==> src/rtl/seg_scan_ctrl.sv <==
// seg_scan_ctrl
//   Time-multiplexing scan controller for a common-anode seven-segment display.
//   Each frame shows every digit in turn: an all-anodes-off guard interval
//   (decoder input already settled), then the digit lit for REFRESH_DIV cycles.
//   Digit values, decimal points and blanking are latched once per frame so that
//   input changes never tear a frame.
//
//   Optional feature: define SEG_SCAN_LZ_BLANK_EN to enable leading-zero
//   suppression at frame latch time (digit 0 is never suppressed).
//
// Ports
//   clk        in   system clock, rising edge
//   rst_n      in   synchronous active-low reset
//   en         in   scan enable; dropping it returns to idle on the next edge
//   digits_in  in   4*NUM_DIGITS, nibble i = digit i (digit 0 rightmost)
//   dp_in      in   per-digit decimal point request, active-high
//   blank_in   in   per-digit force-blank, active-high
//   dec_d      out  nibble to the shared segment decoder
//   an         out  digit anode enables, active-low
//   dp         out  decimal point, active-low
//   digit_idx  out  index of the selected digit
//   frame_done out  one-cycle pulse after the last digit of a frame
module seg_scan_ctrl #(
    parameter int unsigned NUM_DIGITS   = 4,
    parameter int unsigned REFRESH_DIV  = 100000,
    parameter int unsigned GUARD_CYCLES = 16,
    parameter int unsigned IDX_W        = 2
) (
    input  logic                      clk,
    input  logic                      rst_n,
    input  logic                      en,
    input  logic [4*NUM_DIGITS-1:0]   digits_in,
    input  logic [NUM_DIGITS-1:0]     dp_in,
    input  logic [NUM_DIGITS-1:0]     blank_in,
    output logic [3:0]                dec_d,
    output logic [NUM_DIGITS-1:0]     an,
    output logic                      dp,
    output logic [IDX_W-1:0]          digit_idx,
    output logic                      frame_done
);

    // Counter counts 0..max-1, so $clog2(max) bits are enough.
    localparam int unsigned CNT_MAX = (REFRESH_DIV > GUARD_CYCLES) ? REFRESH_DIV : GUARD_CYCLES;
    localparam int unsigned CNT_W   = (CNT_MAX > 1) ? $clog2(CNT_MAX) : 1;

    localparam logic [CNT_W-1:0] SHOW_LAST  = CNT_W'(REFRESH_DIV - 1);
    localparam logic [CNT_W-1:0] GUARD_LAST = CNT_W'((GUARD_CYCLES > 0) ? GUARD_CYCLES - 1 : 0);
    localparam logic [IDX_W-1:0] LAST_IDX   = IDX_W'(NUM_DIGITS - 1);

    typedef enum logic [1:0] {StIdle, StGuard, StShow} state_e;

    // First state of every digit slot; the guard is skipped entirely when it is zero.
    localparam state_e SlotStart = (GUARD_CYCLES == 0) ? StShow : StGuard;

    state_e                    state_q, state_d;
    logic [CNT_W-1:0]          cnt_q, cnt_d;
    logic [IDX_W-1:0]          idx_q, idx_d;
    logic [4*NUM_DIGITS-1:0]   digits_q, digits_d;
    logic [NUM_DIGITS-1:0]     dpf_q, dpf_d;
    logic [NUM_DIGITS-1:0]     blank_q, blank_d;
    logic [3:0]                nib_q, nib_d;
    logic [NUM_DIGITS-1:0]     an_q, an_d;
    logic                      dp_q, dp_d;
    logic                      fd_q, fd_d;
    logic                      latch;
    logic [NUM_DIGITS-1:0]     lz_blank;

`ifdef SEG_SCAN_LZ_BLANK_EN
    // Walk down from the top digit; suppression stops at the first non-zero
    // digit or requested decimal point.
    always_comb begin : lz_calc
        logic run;
        run      = 1'b1;
        lz_blank = '0;
        for (int i = NUM_DIGITS - 1; i > 0; i--) begin
            run         = run & (digits_in[4*i +: 4] == 4'h0) & ~dp_in[i];
            lz_blank[i] = run;
        end
    end
`else
    assign lz_blank = '0;
`endif

    always_comb begin
        state_d  = state_q;
        cnt_d    = cnt_q;
        idx_d    = idx_q;
        digits_d = digits_q;
        dpf_d    = dpf_q;
        blank_d  = blank_q;
        fd_d     = 1'b0;
        latch    = 1'b0;

        unique case (state_q)
            StIdle: begin
                if (en) begin
                    latch   = 1'b1;
                    idx_d   = '0;
                    cnt_d   = '0;
                    state_d = SlotStart;
                end
            end
            StGuard: begin
                if (cnt_q == GUARD_LAST) begin
                    cnt_d   = '0;
                    state_d = StShow;
                end else begin
                    cnt_d = cnt_q + 1'b1;
                end
            end
            StShow: begin
                if (cnt_q == SHOW_LAST) begin
                    cnt_d   = '0;
                    state_d = SlotStart;
                    if (idx_q == LAST_IDX) begin
                        // Completed frame is reported even if en drops on this edge.
                        fd_d  = 1'b1;
                        idx_d = '0;
                        latch = en;
                    end else begin
                        idx_d = idx_q + 1'b1;
                    end
                end else begin
                    cnt_d = cnt_q + 1'b1;
                end
            end
            default: state_d = StIdle;
        endcase

        if (state_q != StIdle && !en) begin
            state_d = StIdle;
            cnt_d   = '0;
            idx_d   = '0;
        end

        if (latch) begin
            digits_d = digits_in;
            dpf_d    = dp_in;
            blank_d  = blank_in | lz_blank;
        end

        // Outputs are derived from the next state so the registered pins line up
        // with the registered state.
        an_d  = '1;
        dp_d  = 1'b1;
        nib_d = 4'h0;
        if (state_d != StIdle) begin
            nib_d = digits_d[4*idx_d +: 4];
        end
        if (state_d == StShow && !blank_d[idx_d]) begin
            an_d[idx_d] = 1'b0;
            dp_d        = ~dpf_d[idx_d];
        end
    end

    always_ff @(posedge clk) begin
        if (!rst_n) begin
            state_q  <= StIdle;
            cnt_q    <= '0;
            idx_q    <= '0;
            digits_q <= '0;
            dpf_q    <= '0;
            blank_q  <= '0;
            nib_q    <= 4'h0;
            an_q     <= '1;
            dp_q     <= 1'b1;
            fd_q     <= 1'b0;
        end else begin
            state_q  <= state_d;
            cnt_q    <= cnt_d;
            idx_q    <= idx_d;
            digits_q <= digits_d;
            dpf_q    <= dpf_d;
            blank_q  <= blank_d;
            nib_q    <= nib_d;
            an_q     <= an_d;
            dp_q     <= dp_d;
            fd_q     <= fd_d;
        end
    end

    assign dec_d      = nib_q;
    assign an         = an_q;
    assign dp         = dp_q;
    assign digit_idx  = idx_q;
    assign frame_done = fd_q;

endmodule
==> config.mk <==
export PLATFORM = sky130hd
export DESIGN_NAME = seg_scan_ctrl
export DESIGN_NICKNAME = d
export VERILOG_FILES = /design/src/rtl/seg_scan_ctrl.sv
export SDC_FILE = /design/constraint.sdc
export NUM_CORES = 1
export LEC_CHECK = 0
export BUFFER_PORTS_ARGS = -buffer_cell sky130_fd_sc_hd__buf_2
export CORE_MARGIN = 1.5
export CORE_UTILIZATION = 50
export CTS_CLUSTER_DIAMETER = 50
export CTS_CLUSTER_SIZE = 40
export DETAILED_ROUTE_END_ITERATION = 8
export PLACE_DENSITY = 0.81
export SKIP_LAST_GASP = 1
export SYNTH_ARGS = -nofsm -noshare
export SYNTH_HDL_FRONTEND = slang
export SYNTH_SLANG_ARGS = --single-unit
export TNS_END_PERCENT = 10
==> constraint.sdc <==
create_clock -name clk -period 3 [get_ports clk]
set_clock_uncertainty 0.1 [all_clocks]
set_input_delay 0.6 -clock clk [delete_from_list [all_inputs] [get_ports clk]]
set_output_delay 0.6 -clock clk [all_outputs]
set_load 0.01 [all_outputs]
==> results of run 1 <==
## path summary, 6_finish.rpt
kind | start | end
setup / recovery | state_q[0]$_SDFF_PN0_ | cnt_q[11]$_SDFFE_PP0P_
hold / removal | digits_q[4]$_SDFF_PN0_ | digits_q[4]$_SDFF_PN0_
setup reg to reg | state_q[0]$_SDFF_PN0_ | cnt_q[11]$_SDFFE_PP0P_
hold reg to reg | digits_q[4]$_SDFF_PN0_ | digits_q[4]$_SDFF_PN0_
## routing by layer
| metal | wire, µm | up-vias | global-route usage, % |
|---|---|---|---|
| li1 | - | 1125 | - |
| met5 | 0 | - | 0 |
| met1 | 2570 | 1009 | 24.2 |
| met2 | 2360 | 46 | 29.2 |
| met3 | 262 | 5 | 5.76 |
| met4 | 63 | 0 | 6.55 |
## power by group
group	internal, µW	switching (µW)	leakage, µW
combinational	71.0	84.9	0.000687
sequential	755	13.4	0.000448
clock	270	238	0.0000612
## through the flow
step                total power [µW]  hold WS, ps  area [µm²]  setup WS (ps)  util (%)
finish                          1430          367        3130            268      60.0
global route                    1500          390        3130           92.6      60.0
CTS                             1450          371        3130            297      60.0
detailed placement               942          357        3010            320      57.8
global placement                 937          348        3010            389      57.8
floorplan                        893          340        2770            481         -
## cell usage after synthesis, types with 5 or more instances
library cell  number
a21boi_0          24
a21oi_1            7
and2_1             5
clkbuf_1           8
dfxtp_1           55
ha_1               7
inv_1              7
mux2_2             9
mux2i_1           18
nand2_1           60
nand2b_1           5
nand4_1            6
nor2_1            22
o22ai_1            5
xnor2_1            5
xor2_1             9
## logic make-up (layout without fill, tap and decap cells)
kind of cell	after synthesis	in the layout
AO/OA/AOI/OAI	54	54
XOR/XNOR	14	14
adder cells (fa/ha/maj)	7	7
buffers and inverters	21	58
flip-flops	55	55
multiplexers	29	29
AND/OR/NAND/NOR	126	126
## worst reg2reg max path, cell delays in order (launching register included)
cell,delay (ps)
dfxtp_1,430
inv_1,100
ha_1,310
and2b_4,230
nor3_1,370
and2_1,250
and2b_1,190
nand2_1,70
or4b_1,480
a21oi_1,140
## registers in the layout, summed over array words and instances, names as in the netlist, 2 cells and up
name / cells
dec_d: 4
digit_idx: 2
blank_q: 4
dpf_q: 4
an: 4
digits_q: 16
state_q: 2
cnt_q: 17
## area by class of cell
type / count / area (µm²)
Multi-Input combinational cell: 230 / 1570
Fill cell: 478 / 2080
Tap cell: 70 / 87.6
Sequential cell: 55 / 1100
Clock inverter: 2 / 35.0
Inverter: 7 / 26.3
Clock buffer: 6 / 82.6
Timing Repair Buffer: 43 / 228
==> run_results.csv, run 1 <==
group,metric,value,unit
place,globalplace.congestion,0.847,
yosys,ys_ff_latch,55,
clock_network,clock_latency,310,ps
worst_setup_path,worstSetupPathType,"reg2reg",
yosys,yosysSeqAreaShare,39.8,%
die,die-area,5990,µm²
clock_network,ctsHoldBuffers,0,
global_route,grt_use_total,18.6,%
die,num_rows,26,
drt,via_count,2185,
final_layout,nNetsFinal,376,
worst_hold_path,hold_depth,2,
yosys,synth-main-ff-cell,"dfxtp_1",
clock_network,cts_max_level,2,
place,place.detailed.hpwl,3.74,mm
worst_setup_path,crit_cells,9,
drt,wl,5.26,mm
worst_setup_path,cp_slowest_stage_delay,480,ps
die,die-width,77.4,µm
drt,dr.pass1.iters,6,
final_layout,mostFrequentLayoutCells,"nand2_1 (60), dfxtp_1 (55), buf_2 (38)",
yosys,synth_compound_area_share,14.4,%
clock_network,clk_path_buf_depth,2,
timing,rsz0062_at_grt,"no",
clock_network,root_buffer,"clkbuf_8",
clock_network,tritoncts,"done",
clock_network,clock_sinks,55,
yosys,yosysUniqueCellTypes,52,
timing,post-route-period-util,91.1,%
yosys,synth_mux_area_share,11.8,%
timing,post-route-min-period,2730,ps
drt,viasPerCell,5.29,
place,io_buffers,38,
drt,drc,0,
timing,maxSlewHeadroom,56.7,%
final_layout,mostFrequentLayoutCell,"nand2_1",
timing,setup_viol,0,
timing,drv_slew,0,
run_status,outcome,"complete, no violations",
yosys,yosysTopAreaCellShare,39.8,%
worst_setup_path,reg2regPathDepth,9,
die,die_h,77.4,µm
yosys,syn_nets,340,
global_route,antenna_found_initial,0,
worst_setup_path,r2r_slack,270,ps
final_layout,drive_gt1_share,21.0,%
yosys,yosysTopAreaCell,"dfxtp_1",
place,dp.cells,405,
yosys,netlist_area,2770,µm²
worst_setup_path,cp_top_family,"simple AND/OR/NAND/NOR gates",
yosys,synth_fa_ha_area_share,3.17,%
yosys,synth_top_family_by_area,"simple AND/OR/NAND/NOR gates",
yosys,synth-simple-area-share,22.6,%
clock_network,cts_resized,0,
worst_setup_path,end_kind,"flop",
global_route,grt_max_degree,34,
timing,tightest_slew,644,ps
final_layout,area_delta_synth_final,13.0,%
pwr,power_leakage,0.00120,µW
flow_run,maxCapViolations,0,
yosys,synthesis.instances,306,
timing,fin_tns_setup,0,ps
worst_setup_path,crit_fanout,10,
yosys,avgSynthCellArea,9.04,µm²
pwr,ir_drop,0.353,mV
worst_setup_path,slowest_stage,"or4b_1",
yosys,synth_edf_count,0,
final_layout,final_cells,413,
yosys,ys_warn_count,0,
die,fp.coreArea,5200,µm²
clock_network,cts_setup_buffers,0,
die,io_pins,39,
yosys,synth_xor_area_share,4.43,%
yosys,yosys-top-cells-area,"dfxtp_1 (40%), nand2_1 (8.1%), mux2i_1 (6.5%)",
global_route,grt_pass1_wl,8.94,mm
clock_network,cts_buffers,5,
final_layout,num_antenna_cells,0,
pwr,p_per_area,458,nW/µm²
timing,fmax,0.366,GHz
drt,avgRoutedWirePerCell,12.7,µm
drt,drtAntennaViolNets,0,
worst_setup_path,path_cells,"inv_1 -> ha_1 -> and2b_4 -> nor3_1 -> and2_1 -> and2b_1 -> nand2_1 -> or4b_1 -> a21oi_1",
clock_network,path_clk_slew,100,ps
worst_setup_path,required,3150,ps
worst_setup_path,crit_buf_inv,1,
timing,hold_violations,0,
worst_setup_path,worst_setup_path_start_kind,"flop",
global_route,first_global_vias,1986,
drt,drt_iter0_markers,177,
worst_hold_path,hold_class,"reg2reg",
global_route,grt_overflow_total,0,
worst_setup_path,worstPathArrival,2880,ps
yosys,ys_async_sr_fraction,0,%
die,start_util,53.1,%
Power figures use the tool's default switching activity.
==> run 2, diff against run 1 <==
--- a/config.mk
+++ b/config.mk
@@ -7,4 +7,4 @@
 export LEC_CHECK = 0
+export ABC_CLOCK_PERIOD_IN_PS = 3000
 export BUFFER_PORTS_ARGS = -buffer_cell sky130_fd_sc_hd__buf_2
-export CORE_MARGIN = 1.5
 export CORE_UTILIZATION = 50
==> constraint.sdc (replaced) <==
create_clock -name clk -period 3 [get_ports clk]
set_clock_uncertainty 0.1 [all_clocks]
set_input_delay 0.3 -clock clk [delete_from_list [all_inputs] [get_ports clk]]
set_output_delay 0.3 -clock clk [all_outputs]
set_load 0.01 [all_outputs]
==> run_results.csv, run 2 (synthesis results as in run 1) <==
group,metric,value,unit
run_status,outcome,"complete, no violations",
final_layout,largest_register_ffs,17,
worst_setup_path,crit_start,"state_q[0]$_SDFF_PN0_",
place,place.detailed.hpwl,4.05,mm
timing,post-route-min-period,2770,ps
timing,fmax,0.361,GHz
global_route,grt_overflow_total,0,
clock_network,root_buffer,"clkbuf_8",
global_route,grt_use_total,19.9,%
global_route,first_global_vias,2100,
pwr,ir_drop,0.294,mV
drt,viasPerCell,5.35,
pwr,clock_power_share,30.7,%
worst_setup_path,required,3130,ps
die,die-area,5830,µm²
timing,setup_viol,0,
pwr,p_per_area,432,nW/µm²
worst_setup_path,worstSetupPathType,"reg2reg",
final_layout,drive_gt1_share,20.9,%
worst_setup_path,r2r_slack,230,ps
place,globalplace.congestion,0.782,
worst_setup_path,cp_top_family,"simple AND/OR/NAND/NOR gates",
drt,drt_iter0_markers,99,
final_layout,area_delta_synth_final,12.3,%
worst_setup_path,path_cells,"inv_1 -> ha_1 -> and2b_4 -> a21oi_1 -> or3_4 -> o221ai_4 -> buf_4 -> mux4_2 -> a22oi_1",
drt,drtAntennaViolNets,0,
final_layout,reg_top3,"cnt_q: 17 flops, digits_q: 16 flops",
clock_network,clk_path_buf_depth,2,
worst_setup_path,reg2regPathDepth,9,
clock_network,ctsHoldBuffers,0,
global_route,grt_pass1_wl,9.53,mm
die,start_util,53.1,%
clock_network,clock_sinks,55,
final_layout,mostFrequentLayoutCells,"nand2_1 (60), dfxtp_1 (55), buf_2 (38)",
final_layout,nNetsFinal,377,
pwr,p_sw,345,µW
worst_setup_path,worst_setup_path_start_kind,"flop",
clock_network,cts_buffers,5,
clock_network,tritoncts,"done",
die,die_h,76.4,µm
timing,post-route-period-util,92.3,%
pwr,internal-power,996,µW
place,preCtsSetupSlack,258,ps
clock_network,cts_max_level,2,
pwr,swShare,25.7,%
global_route,grt_max_degree,30,
timing,maxSlewHeadroom,66.7,%
timing,tightest_slew,495,ps
clock_network,clock_latency,310,ps
worst_setup_path,crit_cells,9,
drt,avgRoutedWirePerCell,13.3,µm
timing,hold_violations,0,
final_layout,regMostFlops,"cnt_q",
place,io_buffers,38,
die,num_rows,26,
die,io_pins,39,
worst_setup_path,slowest_stage,"dfxtp_1",
clock_network,cts_resized,0,
clock_network,cts_setup_buffers,0,
pwr,power_leakage,0.00118,µW
worst_setup_path,cp_slowest_stage_delay,370,ps
worst_setup_path,worstReg2RegStart,"state_q[0]$_SDFF_PN0_",
clock_network,path_clk_slew,110,ps
pwr,seq_power_share,57.3,%
global_route,antenna_found_initial,0,
die,die-width,76.4,µm
worst_setup_path,end_kind,"flop",
timing,drv_slew,0,
final_layout,mostFrequentLayoutCell,"nand2_1",
final_layout,num_antenna_cells,0,
drt,dr.pass1.iters,4,
drt,drc,0,
worst_setup_path,crit_path_end,"dp$_SDFF_PN1_",
timing,rsz0062_at_grt,"no",
drt,wl,5.52,mm
die,fp.coreArea,5200,µm²
timing,fin_tns_setup,0,ps
worst_setup_path,timing.rr.end,"dp$_SDFF_PN1_",
worst_setup_path,crit_buf_inv,2,
pwr,power_frac_comb,12.0,%
timing,fin_ws,231,ps
flow_run,maxCapViolations,0,
worst_setup_path,worstPathArrival,2900,ps
drt,via_count,2216,
worst_setup_path,crit_fanout,23,
worst_hold_path,hold_class,"in2reg",
-- run 2: changes by cell type in the layout (fill, tap and decap cells not counted), sizes merged --
| cell | change |
|---|---|
| buf | +1 |
| clkinv | +1 |
| bufinv | -1 |
-- run 2: how the worst min path moves through the flow --
stage / start / to / slack, ps / cells past startpoint
after floorplan: blank_q[3]$_SDFF_PN0_ / blank_q[3]$_SDFF_PN0_ / 340 / 2
after global placement: dpf_q[1]$_SDFF_PN0_ / dpf_q[1]$_SDFF_PN0_ / 350 / 2
after detailed placement: digits_q[5]$_SDFF_PN0_ / digits_q[5]$_SDFF_PN0_ / 360 / 2
after CTS: digits_in[5] / digits_q[5]$_SDFF_PN0_ / 130 / 3
after global routing: dp_in[1] / dpf_q[1]$_SDFF_PN0_ / 120 / 3
final: digits_in[5] / digits_q[5]$_SDFF_PN0_ / 130 / 3
-- run 2: cell type report --
type                       instances  area (µm²)
clock inverter                     2        17.5
fill                             472        2100
inverter                           7        26.3
clock buffer                       6        72.6
sequential                        55        1100
tap                               70        87.6
timing repair buffer              44         235
multi-input combinational        230        1570
-- run 2: power by group through the flow --
stage | logic, µW | registers (µW) | clock network, µW
after floorplan | 110 | 783 | 0
after detailed placement | 161 | 786 | 0
after global routing | 178 | 772 | 453
after CTS | 162 | 769 | 426
final | 161 | 769 | 411
after global placement | 155 | 785 | 0
-- run 2: through the flow --
step	cells	hold WS, ps	cell area, µm²	utilization, %	total power [µW]
after floorplan	306	340	2770	-	893
after global placement	406	348	3020	57.9	940
after detailed placement	406	358	3020	57.9	946
after CTS	414	125	3110	59.7	1360
after global routing	414	124	3110	59.7	1400
final	414	132	3110	59.7	1340
-- run 2: layer usage --
metal,up-vias,global-route usage (%),share of wire [%]
met4,0,5.77,0.76
met1,1051,26.2,48
met5,-,0,0
met2,31,32.7,48
met3,6,4.43,2.5
li1,1128,-,-
-- run 2: tightest hold or removal path, delay by kind of cell --
| family | cells | cell delay, ps |
|---|---|---|
| compound gates | 1 | 60 |
| buf+inv | 1 | 100 |
| simple gates | 1 | 40 |
